File: config.mk
export PLATFORM = sky130hd
export DESIGN_NAME = beam_scaler
export DESIGN_NICKNAME = d
export VERILOG_FILES = /design/src/rtl/beam_scaler_pkg.sv /design/src/rtl/clk_div_ce.sv /design/src/rtl/beam_scaler.sv
export SDC_FILE = /design/constraint.sdc
export NUM_CORES = 1
export LEC_CHECK = 0
export BUFFER_PORTS_ARGS = -buffer_cell sky130_fd_sc_hd__buf_2
export CORE_ASPECT_RATIO = 0.8
export CORE_MARGIN = 8
export CORE_UTILIZATION = 30
export CTS_BUF_LIST = sky130_fd_sc_hd__clkbuf_16
export CTS_CLUSTER_SIZE = 28
export DETAILED_ROUTE_END_ITERATION = 8
export PLACE_DENSITY = 0.66
export SLEW_MARGIN = 0
export SYNTH_ARGS = -nofsm -noshare
export SYNTH_HDL_FRONTEND = slang
export SYNTH_SLANG_ARGS = --single-unit
File: constraint.sdc
create_clock -name wb_clk_i -period 2.5 [get_ports wb_clk_i]
set_input_delay 0.125 -clock wb_clk_i [delete_from_list [all_inputs] [get_ports wb_clk_i]]
set_output_delay 0.125 -clock wb_clk_i [all_outputs]
set_load 0.1 [all_outputs]
File: src/rtl/beam_scaler_pkg.sv
// beam_scaler_pkg: shared widths, bank opcodes and lane arithmetic for the trigger-rate scaler slice.
package beam_scaler_pkg;

    localparam int unsigned LANE_W = 12;
    localparam int unsigned NLANES = 4;
    localparam int unsigned BANK_W = 48;
    localparam int unsigned NBANKS = 2;
    localparam int unsigned CASC_W = NBANKS * BANK_W;
    localparam int unsigned OP_W   = 3;

    localparam logic [OP_W-1:0] OP_ACCUM = 3'b010;
    localparam logic [OP_W-1:0] OP_SHIFT = 3'b001;
    localparam logic [OP_W-1:0] OP_HOLD  = 3'b111;

    // One accumulator bank viewed lane by lane; index 0 is the least significant lane.
    typedef logic [NLANES-1:0][LANE_W-1:0] bank_t;

    // Add a single increment to a lane, sticking at full scale instead of wrapping.
    function automatic logic [LANE_W-1:0] sat_add12(input logic [LANE_W-1:0] a, input logic inc);
        logic [LANE_W-1:0] r;
        r = a;
        if (inc && (a != {LANE_W{1'b1}})) begin
            r = a + LANE_W'(1);
        end
        return r;
    endfunction

endpackage

File: src/rtl/clk_div_ce.sv
// clk_div_ce: free-running divider producing a one-clock sample strobe every CLK_DIVIDE clocks.
module clk_div_ce #(
    parameter int unsigned CLK_DIVIDE = 6
) (
    input  logic clk,
    input  logic rst_n,
    output logic ce
);

    localparam int unsigned      CNT_W = 3;
    localparam logic [CNT_W-1:0] LAST  = CNT_W'(CLK_DIVIDE - 1);

    logic [CNT_W-1:0] cnt_q;
    logic [CNT_W-1:0] cnt_d;
    logic             ce_q;
    logic             ce_d;

    // Wrap the count at LAST; ce is registered so it is high exactly while the count sits at LAST.
    always_comb begin
        cnt_d = cnt_q + CNT_W'(1);
        if (cnt_q == LAST) begin
            cnt_d = '0;
        end
        ce_d = (cnt_d == LAST);
    end

    // Divider state register.
    always_ff @(posedge clk or negedge rst_n) begin
        if (!rst_n) begin
            cnt_q <= '0;
            ce_q  <= 1'b0;
        end else begin
            cnt_q <= cnt_d;
            ce_q  <= ce_d;
        end
    end

    assign ce = ce_q;

endmodule

File: src/rtl/beam_scaler.sv
// beam_scaler: four-lane trigger-rate scaler with ping-pong A/B accumulator banks and a cascade shift chain.
module beam_scaler
    import beam_scaler_pkg::*;
#(
    parameter string       CASCADE    = "FALSE",
    parameter int unsigned CLK_DIVIDE = 6
) (
    input  logic                 wb_clk_i,
    input  logic                 wb_rst_n_i,
    input  logic [NLANES-1:0]    count_i,
    input  logic [OP_W-1:0]      state_i,
    input  logic [NBANKS-1:0]    state_ce_i,
    input  logic [NBANKS-1:0]    dsp_ce_i,
    input  logic                 rstp_i,
    input  logic [CASC_W-1:0]    pc_i,
    output logic [CASC_W-1:0]    pc_o,
    output logic [CASC_W-1:0]    count_o
);

    localparam bit CASCADE_EN = (CASCADE == "TRUE");

    logic                     ce;
    logic [NLANES-1:0]        pending_q;
    logic [NLANES-1:0]        pending_d;
    logic [NLANES-1:0]        hit;
    logic [NLANES-1:0]        inc;
    logic [NBANKS-1:0][BANK_W-1:0] bank_all;

    clk_div_ce #(
        .CLK_DIVIDE (CLK_DIVIDE)
    ) u_clk_div_ce (
        .clk   (wb_clk_i),
        .rst_n (wb_rst_n_i),
        .ce    (ce)
    );

    // Remember any pulse seen in the current strobe window; the strobe turns it into one increment.
    always_comb begin
        hit       = pending_q | count_i;
        inc       = hit & {NLANES{ce}};
        pending_d = hit & ~{NLANES{ce}};
    end

    // Pending-pulse flags.
    always_ff @(posedge wb_clk_i or negedge wb_rst_n_i) begin
        if (!wb_rst_n_i) begin
            pending_q <= '0;
        end else begin
            pending_q <= pending_d;
        end
    end

    for (genvar b = 0; b < NBANKS; b++) begin : g_bank
        logic [OP_W-1:0] op_q;
        logic [OP_W-1:0] op_d;
        bank_t           p_q;
        bank_t           p_d;
        bank_t           shift_in;

        // Head slices feed zeros so a full chain shift leaves every bank empty.
        assign shift_in = CASCADE_EN ? bank_t'(pc_i[b*BANK_W +: BANK_W]) : '0;

        // Opcode register; a load takes effect on the following clock.
        always_comb begin
            op_d = op_q;
            if (state_ce_i[b]) begin
                op_d = state_i;
            end
        end

        // Bank update: clear wins, otherwise the enabled opcode decides.
        always_comb begin
            p_d = p_q;
            if (rstp_i) begin
                p_d = '0;
            end else if (dsp_ce_i[b]) begin
                case (op_q)
                    OP_ACCUM: begin
                        for (int l = 0; l < int'(NLANES); l++) begin
                            p_d[l] = sat_add12(p_q[l], inc[l]);
                        end
                    end
                    OP_SHIFT: p_d = shift_in;
                    default:  p_d = p_q;
                endcase
            end
        end

        // Opcode and bank registers.
        always_ff @(posedge wb_clk_i or negedge wb_rst_n_i) begin
            if (!wb_rst_n_i) begin
                op_q <= '0;
                p_q  <= '0;
            end else begin
                op_q <= op_d;
                p_q  <= p_d;
            end
        end

        assign bank_all[b] = p_q;
    end

    assign count_o = bank_all;
    assign pc_o    = bank_all;

endmodule

==> results.cfg <==
[critical_path]
cp_data_required_time_ps = 2760
critical_path.endpoint_type = flop
cp_max_fo = 12
crit_slowest_cell = a31oi_1
crit_chain = xor2_1 > a31oi_1 > a221o_1 > mux2i_1
slowest_delay_ps = 610
critPathKind = reg -> reg
cp.arrival_ps = 2380
cp-start-kind = flop

[placement]
dpl.cell_count = 1161
gp_congestion = 0.820
port_buffers = 205
dp_hpwl_mm = 14.9

[pwr]
switching_share = 0.296
p_int_mw = 2.81
sequentialPowerShare = 0.463
p_sw_mw = 1.18
leakage_nw = 3.99
power.total_mw = 3.99
comb_power_share = 0.151
vdd.ir_drop.worst_v = 0.000342
p_clk_frac = 0.386
power.density_cell_area_nw_per_um2 = 498

[timing]
maxSlewHeadroom = 0.493
fin_skew_ps = 10.3
drv_slew = 0
fin_setup_tns_ps = 0
hold_viol = 0
min_period_ps = 2120
rsz0062_at_grt = no
finalSetupViolations = 0
period_share = 0.849
max_freq_mhz = 471
tightest_slew_ps = 757

[die]
num_rows = 49
num_io_pins = 302
die_area_um2 = 28100
start_util = 0.307
dieWidth_um = 186
die_h_um = 152
core_area_um2 = 22500

[routing]
drt_iter0_drc = 552
wirelength_mm = 20.2
vias = 6213
post_drt_wl_per_cell_um = 17.2
ant_nets = 0
vias_per_cell = 5.28
drc = 0
first_pass_iters = 5

[clock_network]
clk_pin_slew_worst_paths_ps = 80
worstSkewPairLatency_ps = 350
cts_buffers = 9
cts_tree = yes
root_buffer = clkbuf_16
ctsHtreeMaxLevel = 3
post_cts_resized = 0
cts_buffer_depth = 2
clock_sinks = 110

[yosys]
synthCells = 749
synth_edf_count = 0
synth_warnings = 0
ys.flop_type = dfrtp_1
syn_area_um2 = 6900
ys_async_sr_fraction = 1.00
ys_seq_elements = 110
avgSynthCellArea_um2 = 9.21
syn-num-nets = 867
synth.distinct_cells = 58
yosysSeqAreaShare = 0.399

[final_layout]
regArea_um2 = 2770
layout_commonest_cell = buf_2
area_delta_synth_final_pct = 16.3
diodes = 0
layout-drive-gt1-share = 0.324
layout_common_cells = 204 x buf_2, 98 x dfrtp_1, 44 x nor3_1, 44 x a31oi_1, 42 x nand2_1
fin_util = 0.357
fill_cells = 2301
num-nets-final = 985
multi_input_comb_area_um2 = 3200
fin_cells = 1177

[global_route]
grt_max_degree = 58
grt_pass1_vias = 5587
grt_first_pass_wirelength_mm = 31.2
overflow = 0
antenna_found_initial = 0
grt.total_usage = 0.137

[worst_hold_path]
min_path_type = in -> reg

[run]
maxCapViolations = 0

[outcome]
status = finished clean
[cells in the mapped netlist (19+ instances only)]
cell type / number / share of area
o21ai_0: 33 / 0.024
nor2_1: 24 / 0.013
nand2_1: 42 / 0.023
inv_1: 26 / 0.014
nand4_1: 19 / 0.017
and3_1: 35 / 0.032
nor3_1: 44 / 0.032
dfrtp_1: 110 / 0.40
clkbuf_1: 22 / 0.012
nand3_1: 38 / 0.028
a31oi_1: 44 / 0.040
buf_4: 96 / 0.10
o22a_1: 22 / 0.028
[what timing repair did]
item / CTS / global route
buffers inserted: 0 / 0
hold buffers: 1 / 0
endpoints found under the hold margin: 26 / 0
[cells by family after synthesis]
group / after synthesis / share of synthesized area
buf+inv: 151 / 0.137
simple gates: 261 / 0.210
compound gates: 202 / 0.214
flops: 110 / 0.399
mux: 15 / 0.0227
fa+ha+maj: 8 / 0.0145
xor+xnor: 2 / 0.00254
[routing by layer]
metal | track usage | routed length [um] | vias to the layer above
met4 | 0.0339 | 191 | 0
met3 | 0.0191 | 1160 | 14
li1 | - | - | 2973
met1 | 0.198 | 9730 | 3029
met2 | 0.211 | 9130 | 197
met5 | 0 | 0 | -
[worst max-delay path: cells and delay by family (launching register included)]
| kind | cells | cell delay, ps |
|---|---|---|
| AOI/OAI and AO/OA | 2 | 1140 |
| DFF | 1 | 460 |
| muxes | 1 | 240 |
| xor gates and xnor gates | 1 | 210 |
[sequential cells by signal, summed over array words and instances (netlist names)]
| register | cells |
|---|---|
| u_clk_div_ce.cnt_q | 3 |
| g_bank.op_q | 6 |
| count_o | 96 |
| pending_q | 4 |
| u_clk_div_ce.ce | 1 |
[final timing paths]
check | from | to | slack, ps | cells past startpoint
worst min-delay path | count_i[2] | pending_q[2]$_DFF_PN0_ | 10 | 3
worst min register to register | u_clk_div_ce.cnt_q[0]$_DFF_PN0_ | u_clk_div_ce.ce$_DFF_PN0_ | 480 | 1
worst max register to register | g_bank[0].op_q[0]$_DFFE_PN0P_ | count_o[1]$_DFFE_PN0P_ | 380 | 4
min in group asynchronous | wb_rst_n_i | count_o[63]$_DFFE_PN0P_ | 240 | 2
worst max-delay path | g_bank[0].op_q[0]$_DFFE_PN0P_ | count_o[1]$_DFFE_PN0P_ | 380 | 4
max in group asynchronous | wb_rst_n_i | count_o[9]$_DFFE_PN0P_ | 1570 | 3
[power by group through the flow]
stage                     Clock, mW  Sequential, mW  Combinational (mW)
final                          1.54            1.85               0.601
after global routing           1.66            1.86               0.639
after CTS                      1.61            1.85               0.607
after detailed placement          0            1.89               0.605
after global placement            0            1.88               0.600
after floorplan                   0            2.00               0.332
[area by class of cell]
class	count	share of cell area
Multi-Input combinational cell	488	0.399
Sequential cell	110	0.345
Timing Repair Buffer	232	0.157
Tap cell	306	0.0477
Clock buffer	9	0.0281
Inverter	26	0.0122
Clock inverter	6	0.0108
[stage by stage]
step | setup slack (ps) | hold WS [ps] | instance area (um^2)
global placement | 427 | 78.2 | 7700
finish | 378 | 12.8 | 8020
CTS | 395 | 2.44 | 8020
floorplan | 8.76 | -171 | 6910
detailed placement | 397 | 84.7 | 7700
global route | 237 | 5.40 | 8020
No activity file was read; power rests on OpenSTA's default activity.
